[src/rtl/tpm_spi_regs.sv]
// tpm_spi_regs: TPM-over-SPI target front end with a per-locality TIS register file.
// Ports: clk (SPI SCLK), reset (sync, active high), cs_n (frame select, active low, async frame clear),
// mosi/miso (serial data), reg_addr_o/reg_data_o/reg_wr_o (last byte address, written data, write strobe),
// active_locality_o (0..MAX_LOCALITY, 7 = none), int_enable_o (TPM_INT_ENABLE).
module tpm_spi_regs #(
    parameter int WAIT_BYTES   = 1,
    parameter int MAX_LOCALITY = 4
) (
    input  logic        clk,
    input  logic        reset,
    input  logic        cs_n,
    input  logic        mosi,
    output logic        miso,
    output logic [15:0] reg_addr_o,
    output logic [7:0]  reg_data_o,
    output logic        reg_wr_o,
    output logic [2:0]  active_locality_o,
    output logic [31:0] int_enable_o
);
    typedef enum logic [1:0] {HEADER, WAIT, DATA, DONE} state_e;
    localparam logic [3:0] MAX_L     = 4'(MAX_LOCALITY);
    localparam logic [7:0] LAST_WAIT = 8'(WAIT_BYTES - 1);
    localparam bit         HAS_WAIT  = WAIT_BYTES > 0;
    state_e      state_q, state_d;
    logic [4:0]  cnt_q, cnt_d;
    logic [7:0]  wcnt_q, wcnt_d;
    logic [6:0]  idx_q, idx_d;
    logic [30:0] sr_q, sr_d;
    // hdr_q = {read, size-1, address[15:0]}; the other header bits are never used
    logic [22:0] hdr_q, hdr_d;
    logic [7:0]  rd_q, rd_d;
    logic [2:0]  act_q, act_d;
    logic [31:0] ien_q, ien_d;
    logic [15:0] addr_q;
    logic [7:0]  data_q;
    logic        wr_q;
    logic [15:0] cur_addr;
    logic [3:0]  cur_loc;
    logic [11:0] cur_off;
    logic [7:0]  wr_data, wr_mask;
    logic        xfer, wr_en, valid, own;

    // offset wraps inside the 12-bit locality window
    function automatic logic [15:0] byte_addr(input logic [15:0] base, input logic [6:0] idx);
        return {base[15:12], base[11:0] + {5'd0, idx}};
    endfunction

    function automatic logic [7:0] rd_byte(input logic [15:0] a, input logic [2:0] act, input logic [31:0] ien);
        return (a[15:12] > MAX_L)    ? 8'hFF :
               (a[11:0] == 12'h000)  ? {2'b10, ({1'b0, act} == a[15:12]), 5'd0} :
               (a[11:2] == 10'h002)  ? ien[{a[1:0], 3'b000} +: 8] :
               (a[11:2] == 10'h004)  ? 8'h00 : 8'hFF;
    endfunction

    assign cur_addr = byte_addr(hdr_q[15:0], idx_q);

    always_comb begin
        state_d = state_q;
        cnt_d   = cnt_q;
        wcnt_d  = wcnt_q;
        idx_d   = idx_q;
        sr_d    = sr_q;
        hdr_d   = hdr_q;
        rd_d    = rd_q;
        xfer    = 1'b0;
        case (state_q)
            HEADER: begin
                sr_d  = {sr_q[29:0], mosi};
                cnt_d = cnt_q + 5'd1;
                if (cnt_q == 5'd31) begin
                    hdr_d   = {sr_q[30], sr_q[28:23], sr_q[14:0], mosi};
                    state_d = HAS_WAIT ? WAIT : DATA;
                    rd_d    = rd_byte(hdr_d[15:0], act_q, ien_q);
                end
            end
            WAIT: begin
                cnt_d = {2'b00, cnt_q[2:0] + 3'd1};
                if (cnt_q[2:0] == 3'd7) begin
                    wcnt_d = wcnt_q + 8'd1;
                    if (wcnt_q == LAST_WAIT) begin
                        state_d = DATA;
                        wcnt_d  = 8'd0;
                        rd_d    = rd_byte(hdr_q[15:0], act_q, ien_q);
                    end
                end
            end
            DATA: begin
                sr_d  = {sr_q[29:0], mosi};
                rd_d  = {rd_q[6:0], 1'b0};
                cnt_d = {2'b00, cnt_q[2:0] + 3'd1};
                if (cnt_q[2:0] == 3'd7) begin
                    xfer  = 1'b1;
                    idx_d = idx_q + 7'd1;
                    rd_d  = rd_byte(byte_addr(hdr_q[15:0], idx_d), act_q, ien_q);
                    state_d = (idx_q == {1'b0, hdr_q[21:16]}) ? DONE : DATA;
                end
            end
            default: ;
        endcase
    end

    always_comb begin
        cur_loc = cur_addr[15:12];
        cur_off = cur_addr[11:0];
        wr_data = {sr_q[6:0], mosi};
        valid   = cur_loc <= MAX_L;
        own     = valid && ({1'b0, act_q} == cur_loc);
        wr_en   = xfer && !hdr_q[22];
        wr_mask = (cur_off[1:0] == 2'd0) ? 8'h9F : (cur_off[1:0] == 2'd3) ? 8'h80 : 8'h00;
        act_d   = act_q;
        ien_d   = ien_q;
        // relinquish is evaluated before request so 0x22 from the owner keeps ownership
        if (wr_en && valid && cur_off == 12'h000) begin
            if (wr_data[5] && own) act_d = 3'd7;
            if (wr_data[1] && act_d == 3'd7) act_d = cur_loc[2:0];
        end
        if (wr_en && own && cur_off[11:2] == 10'h002) ien_d[{cur_off[1:0], 3'b000} +: 8] = wr_data & wr_mask;
    end

    // cs_n high clears only the frame state, asynchronously, since the clock is stopped between frames
    always_ff @(posedge clk or posedge cs_n) begin
        if (cs_n) begin
            state_q <= HEADER;
            cnt_q   <= '0;
            wcnt_q  <= '0;
            idx_q   <= '0;
            sr_q    <= '0;
            hdr_q   <= '0;
            rd_q    <= '0;
        end else if (reset) begin
            state_q <= HEADER;
            cnt_q   <= '0;
            wcnt_q  <= '0;
            idx_q   <= '0;
            sr_q    <= '0;
            hdr_q   <= '0;
            rd_q    <= '0;
        end else begin
            state_q <= state_d;
            cnt_q   <= cnt_d;
            wcnt_q  <= wcnt_d;
            idx_q   <= idx_d;
            sr_q    <= sr_d;
            hdr_q   <= hdr_d;
            rd_q    <= rd_d;
        end
    end

    always_ff @(posedge clk) begin
        if (reset) begin
            act_q  <= 3'd7;
            ien_q  <= '0;
            addr_q <= '0;
            data_q <= '0;
            wr_q   <= 1'b0;
        end else begin
            act_q <= act_d;
            ien_q <= ien_d;
            wr_q  <= wr_en && valid;
            if (xfer) addr_q <= cur_addr;
            if (wr_en) data_q <= wr_data;
        end
    end

    assign miso = (state_q == HEADER) ? (cnt_q != 5'd31 || !HAS_WAIT) :
                  (state_q == WAIT)   ? (cnt_q[2:0] == 3'd7 && wcnt_q == LAST_WAIT) :
                  (state_q == DATA)   ? (!hdr_q[22] || rd_q[7]) : 1'b1;
    assign reg_addr_o        = addr_q;
    assign reg_data_o        = data_q;
    assign reg_wr_o          = wr_q;
    assign active_locality_o = act_q;
    assign int_enable_o      = ien_q;
endmodule

[config.mk]
export PLATFORM = sky130hd
export DESIGN_NAME = tpm_spi_regs
export DESIGN_NICKNAME = d
export VERILOG_FILES = /design/src/rtl/tpm_spi_regs.sv
export SDC_FILE = /design/constraint.sdc
export NUM_CORES = 1
export LEC_CHECK = 0
export CAP_MARGIN = 40
export CORE_UTILIZATION = 60
export DETAILED_ROUTE_END_ITERATION = 7
export PLACE_DENSITY = 0.82
export RECOVER_POWER = 25
export SETUP_SLACK_MARGIN = 0.05
export SLEW_MARGIN = 20
export SYNTH_ARGS = -nofsm -noshare
export SYNTH_HDL_FRONTEND = slang
export SYNTH_SLANG_ARGS = --single-unit
[constraint.sdc]
create_clock -name clk -period 6.7 [get_ports clk]
set_input_delay 2.01 -clock clk [delete_from_list [all_inputs] [get_ports clk]]
set_output_delay 2.01 -clock clk [all_outputs]
set_load 0.05 [all_outputs]
==> summary.md <==
| Metric | Value |
|---|---|
| Post-synth cell types | `68` |
| Most common cell after layout, fill and taps aside | `nand2_1` |
| Actual slew at the worst max-slew pin | `1.723 ns` |
| Utilization after layout | `72.11%` |
| Share of layout cells above drive strength 1 | `8.947%` |
| WL final | `19080 µm` |
| Max Fanout on Critical Path | `51` |
| Number of fill cells | `927` |
| Met1 wire length | `7892 µm` |
| Synthesis Warnings | `0` |
| # DRC | `0` |
| Most frequent cells in the layout | `nand2_1, o21ai_0, dfrtp_1` |
| Hold Path Class | `reg -> reg` |
| Failing checks | `max-capacitance violations, max-slew violations` |
| Post-synth EDFFs | `0` |
| Cts repair resizes | `0` |
| Worst endpoint data arrival time | `5.71 ns` |
| Uppermost layer routed | `met4` |
| Buffer count from post-CTS setup fixing | `0` |
| Total CTS buffers | `17` |
| Overflow after GRT | `0` |
| Max Root-Sink Buffers | `2` |
| Sequential fraction of the synthesis area | `41.53%` |
| Max-slew violation count | `73` |
| Required time worst endpoint | `7.02 ns` |
| IO Pins | `65` |
| Peak Freq | `0.1855 GHz` |
| Multi-input logic area | `4138 µm²` |
| Die area | `13070 µm²` |
| Seq. cell area | `3143 µm²` |
| Endpoints failing hold | `0` |
| RSZ-0062 raised after global routing | `false` |
| Met3 wire len | `1403 µm` |
| Post-route ant nets | `0` |
| Ys async rst share | `61.76%` |
| Met2 WL | `9381 µm` |
| CTS tree | `done` |
| Post-Synthesis Cells | `836` |
| Slew HR | `-14.89%` |
| Syn_area_per_cell | `9.052 µm²` |
| Root Buffer | `clkbuf_16` |
| Status | `complete, but fails checks` |
| Max-cap violations | `2` |
| Overall Power | `0.002234 W` |
| Initial Util | `62.22%` |
| Wire length per cell | `18.15 µm` |
| Worst-path cell chain | `clkbuf_1, clkbuf_1, clkinv_1, buf_4, and3_1, o21ai_0, a31oi_1, o22a_1` |
| Smallest hold slack | `0.4585 ns` |
| Startpoint types | `input port` |
| Type of the worst setup path | `in -> reg` |
| Detailed Routing Iterations Pass 1 | `7` |
| First-pass GRT wire length | `31490 µm` |
| Peak supply drop | `0.2514 mV` |
| H-Tree Depth | `4` |
| CP Capture Type | `register` |
| Vias per inst | `6.156` |
| Shortest period the worst path allows | `5.391 ns` |
| Design Area, Final | `8770 µm²` |
| Synthesized area | `7567 µm²` |
| Die Wd | `114.3 µm` |
| Largest net degree at the start of global routing | `63` |
| Num Clock Sinks | `136` |
| All-layer global routing usage | `31.58%` |
| Total vias in the final route | `6470` |
| Post-DP Area | `8185 µm²` |
| Synth Register Bits | `136` |
| Most Frequent Cell on Critical Path | `clkbuf_1` |
| Final setup viols | `0` |
| Die height | `114.3 µm` |
| Number of global-route vias before repair | `6306` |
| Clk slew on worst S/H paths | `0.06 ns` |
| Area grow syn2layout | `15.89%` |
| CP peak stage delay | `1.33 ns` |
| # rows | `40` |
| Clk_lat worst skew | `0.43 ns` |
| Leakage | `3.513 nW` |
| Total core area | `12160 µm²` |
| Sum of negative setup slack | `0 ns` |
| Initial antenna violation count | `0` |
| PortBufs | `56` |
| Hold Buf Count CTS | `0` |
| Detail Placement HPWL | `13510 µm` |
| PwrDens | `254.7 nW/µm²` |
| Slowest CP cell | `clkbuf_1` |
| Main synth FF type | `dfrtp_1` |
| Period utilization | `80.46%` |
| # diodes | `0` |
| Final Wtd Congestion | `0.9993` |
| Fin nets | `904` |
| First-iteration detailed-routing DRC count | `476` |
| Clock Skews | `0.006281 ns` |
==> Yosys cell counts (5+ instances only) <==
master / instances / area (µm²)
o21ai_0: 100 / 500.5
or3_1: 6 / 37.54
a31oi_1: 7 / 43.79
inv_1: 17 / 63.81
dfxtp_1: 52 / 1041
nor3b_1: 19 / 142.6
mux2i_1: 18 / 180.2
o211ai_1: 7 / 52.55
nor4_1: 6 / 37.54
xor2_1: 18 / 157.7
and3_1: 9 / 56.30
buf_4: 8 / 60.06
a211oi_1: 14 / 105.1
nand3_1: 21 / 105.1
ha_1: 28 / 350.3
nand2_1: 144 / 540.5
a21o_1: 7 / 52.55
xnor2_1: 16 / 140.1
buf_1: 7 / 26.28
o21a_1: 7 / 52.55
nand2b_1: 5 / 31.28
a21oi_1: 34 / 170.2
dfrtp_1: 84 / 2102
o22a_1: 5 / 43.79
clkbuf_1: 39 / 146.4
nand4_1: 9 / 56.30
mux4_2: 18 / 405.4
nor2_1: 49 / 183.9
nor3_1: 16 / 80.08
==> kinds of logic after synthesis <==
kind of cell / synth area share [%]
AND/OR/NAND/NOR: 19.63
XOR/XNOR: 3.935
flip-flops: 41.53
multiplexers: 8.184
adder cells (fa/ha/maj): 5.159
buffers and inverters: 4.249
other: 0.04956
AO/OA/AOI/OAI: 17.26
==> sequential cells by signal (all words and copies together) (netlist names), 5 cells and up <==
| name | flops |
|---|---|
| rd_q | 8 |
| int_enable_o | 24 |
| reg_data_o | 8 |
| hdr_q | 23 |
| cnt_q | 5 |
| sr_q | 31 |
| idx_q | 7 |
| reg_addr_o | 16 |
| wcnt_q | 8 |
==> final timing paths <==
path                                             from                            end  slack [ns]  cells past startpoint
max                                             reset            rd_q[4]$_DFFE_PP0P_        1.31                      8
min                        reg_addr_o[5]$_SDFFE_PP0P_     reg_addr_o[5]$_SDFFE_PP0P_        0.46                      2
max reg2reg                      hdr_q[0]$_DFFE_PP0P_  int_enable_o[15]$_SDFFE_PP0P_        2.80                      8
min reg2reg                reg_addr_o[5]$_SDFFE_PP0P_     reg_addr_o[5]$_SDFFE_PP0P_        0.46                      2
max in group asynchronous                        cs_n           hdr_q[3]$_DFFE_PP0P_        3.05                      3
min in group asynchronous                        cs_n           sr_q[28]$_DFFE_PP0P_        2.37                      2
==> worst max-delay path, delay by kind of cell <==
family	cells	cell delay (ns)
AOI/OAI and AO/OA	3	0.33
buffers and inverters	4	3.07
and+or+nand+nor	1	0.29
==> where the power goes <==
group,internal (W),switching (W)
combinational,0.000138,0.000274
sequential,0.000858,0.0000492
clock,0.000537,0.000378
==> routing by layer <==
metal / global-route usage, % / up-vias
li1: - / 3048
met1: 41.21 / 3124
met2: 50.83 / 259
met3: 7.835 / 39
met4: 12.21 / 0
met5: 0 / -
==> area by class of cell <==
cell class / instances / share of cell area (%)
clock buffer: 20 / 5.579
clock inverter: 12 / 1.141
inverter: 18 / 0.7847
multi-input combinational: 632 / 47.18
sequential: 136 / 35.84
tap: 168 / 2.397
timing repair buffer: 65 / 7.077
==> metrics by stage <==
| step | setup slack, ns | instances |
|---|---|---|
| 2_1_floorplan | 2.525 | 843 |
| 3_3_place_gp | 2.343 | 1016 |
| 3_5_place_dp | 2.272 | 1019 |
| 4_1_cts | 1.778 | 1051 |
| 5_1_grt | 0.9239 | 1051 |
| 6_report | 1.309 | 1051 |
Power figures use the tool's default switching activity.
==> patch, RTL diff (same settings) <==
Re-encode `state_e` (4 states) as one-hot, 4 bits wide.
--- a/src/rtl/tpm_spi_regs.sv
+++ b/src/rtl/tpm_spi_regs.sv
@@ -18,5 +18,5 @@
     output logic [31:0] int_enable_o
 );
-    typedef enum logic [1:0] {HEADER, WAIT, DATA, DONE} state_e;
+    typedef enum logic [3:0] {HEADER = 4'b0001, WAIT = 4'b0010, DATA = 4'b0100, DONE = 4'b1000} state_e;
     localparam logic [3:0] MAX_L     = 4'(MAX_LOCALITY);
     localparam logic [7:0] LAST_WAIT = 8'(WAIT_BYTES - 1);
Behaviour: same outputs for any inputs over 10 cycles, from zero or initial values and one cycle with reset high; not proved beyond that.
==> patch against the original RTL <==
  * The flow still finishes with violations (max-capacitance violations, max-slew violations)
  * Setup slack got worse by 0.26 ns
  * First-iteration DRC count rose by 33%
  * Worst hold slack got worse by 0.0092 ns
  * Sequential cell count is 2 higher
  * Routed wire length increased by 1.4%
  * Cell area increased by 1.5%
  * Synthesized area up 2.3%
Power is not compared: it rests on default switching activity, and its combinational part moved more than twofold at a synthesized area within 25%.
==> patch: results (changes against the original RTL) <==
INFO  placement      routabilityCongestion=0.913 [-8.6%]
INFO  global_route   grt_first_pass_wirelength=31.4mm [-0.15%]
INFO  yosys          postSynth.asyncResetShare=62.3% [+0.55 points]
INFO  status         failed_checks=max-capacitance violations, max-slew violations
INFO  cells_and_area finalInstanceArea=8900um^2 [+1.5%]
INFO  worst_setup_path critPathSlowestCell=sky130_fd_sc_hd__clkdlybuf4s50_1
INFO  worst_setup_path critical_path.max_stage_delay=0.83ns [-0.50 ns]
INFO  global_route   pin_count_of_the_biggest_net_entering_global_routing=66 [+4.8%]
INFO  placement      dp_worst_setup_slack=1.54ns [-0.732 ns]
INFO  placement      dpl.cell_count=1056 [+3.6%]
INFO  drt            average_wire_per_cell_in_the_routed_design=17.8um [-2.1%]
INFO  global_route   number_of_global_route_vias_before_repair=6255 [-0.81%]
INFO  global_route   grtUsageTotal=30.9% [-0.72 points]
INFO  worst_setup_path arrival=3.64ns [-2.07 ns]
INFO  yosys          number_of_standard_cells_after_synthesis=868 [+3.8%]
INFO  drt            first_pass_iters=5 [-2]
INFO  status         result_of_the_run=finished, violations left
INFO  yosys          synth_seq_area_share=41.3% [-0.28 points]
INFO  clock_network  clock_tree.root_cell=sky130_fd_sc_hd__clkbuf_16
INFO  drt            initialDrtViolationCount=634 [+33%]
INFO  clock_network  clk_pin_slew_worst_paths=0.06ns [about the same]
INFO  job            timing.max_cap.violations=2 [unchanged]
INFO  cells_and_area finalNetCount=935 [+3.4%]
INFO  cells_and_area largest_register_ff_count=31 [unchanged]
INFO  placement      placed_area=8340um^2 [+1.9%]
INFO  power_and_ir_drop power.total=1.79mW
INFO  power_and_ir_drop ir_drop=0.000196V
INFO  worst_hold_path hold_class=flop to flop
INFO  timing         max-slew-margin-rel=-89.2% [-74 points]
INFO  timing         timing.final.max_slew_violations=91 [+25%]
INFO  worst_setup_path timing.critical_path.fanout_max=6 [-88%]
INFO  drt            detail_route.vias_per_cell=6.05 [-1.7%]
INFO  yosys          yosys-top-cells-area=sky130_fd_sc_hd__dfrtp_1, sky130_fd_sc_hd__dfxtp_1, sky130_fd_sc_hd__nand2_1
INFO  cells_and_area layout-drive-gt1-share=7.52% [-1.4 points]
INFO  placement      place_hpwl=13.1mm [-3.3%]
INFO  drt            postRouteWirelength=19.3mm [+1.4%]
INFO  yosys          synth_top_cells_by_count=sky130_fd_sc_hd__nand2_1, sky130_fd_sc_hd__dfrtp_1, sky130_fd_sc_hd__a21oi_1, sky130_fd_sc_hd__nor2_1, sky130_fd_sc_hd__o21ai_0
INFO  timing         final.setup_skew=0.00721ns [+0.000928 ns]
INFO  yosys          synth_cell_types=71 [+4.4%]
## patch: cells by family (layout without fill, tap and decap cells)
kind of cell | count (synthesis) | in the layout | share of synthesized area (%)
buf+inv | 70 | 112 | 4.49
other cells | 1 | 8 | 0.0484
fa+ha+maj | 27 | 27 | 4.56
simple gates | 369 | 369 | 23.4
xor+xnor | 39 | 39 | 4.41
flops | 138 | 138 | 41.3
mux | 27 | 27 | 6.40
compound gates | 197 | 197 | 15.4
## patch: power by group
part | switching (mW) | internal (mW)
Combinational | 0.0464 | 0.0139
Sequential | 0.00536 | 0.832
Clock | 0.348 | 0.547
Total | 0.400 | 1.39
## patch: final timing paths
kind	start	end	slack (ns)	cells after the start
worst max-delay path	wcnt_q[0]	miso	1.05	7
worst min-delay path	reg_addr_o[7]	reg_addr_o[7]	0.45	2
worst max register to register	idx_q[1]	rd_q[5]	2.91	12
worst min register to register	reg_addr_o[7]	reg_addr_o[7]	0.45	2
max in group asynchronous	cs_n	state_q[0]	2.13	4
min in group asynchronous	cs_n	hdr_q[8]	2.28	2
## patch: cell type report
cell class / count / area share, %
Clock buffer: 27 / 6.02
Inverter: 13 / 0.562
Sequential cell: 138 / 35.9
Tap cell: 172 / 2.42
Multi-Input combinational cell: 667 / 47.5
Clock inverter: 5 / 0.351
Timing Repair Buffer: 67 / 7.21
## patch: worst max-delay path: cells and delay by family (launching register included)
family                     cells  cell delay (ns)
buffers and inverters          2             0.93
and+or+nand+nor                3             1.51
DFF                            1             0.42
adders and majority gates      1             0.14
AOI/OAI and AO/OA              1             0.23
## patch: layer usage
metal	GRT usage [%]	share of wire [%]	vias to the layer above
met5	0	0	-
met3	7.69	7.3	38
met4	11.3	1.9	0
met2	48.7	48	288
li1	-	-	3119
met1	41.3	43	3147
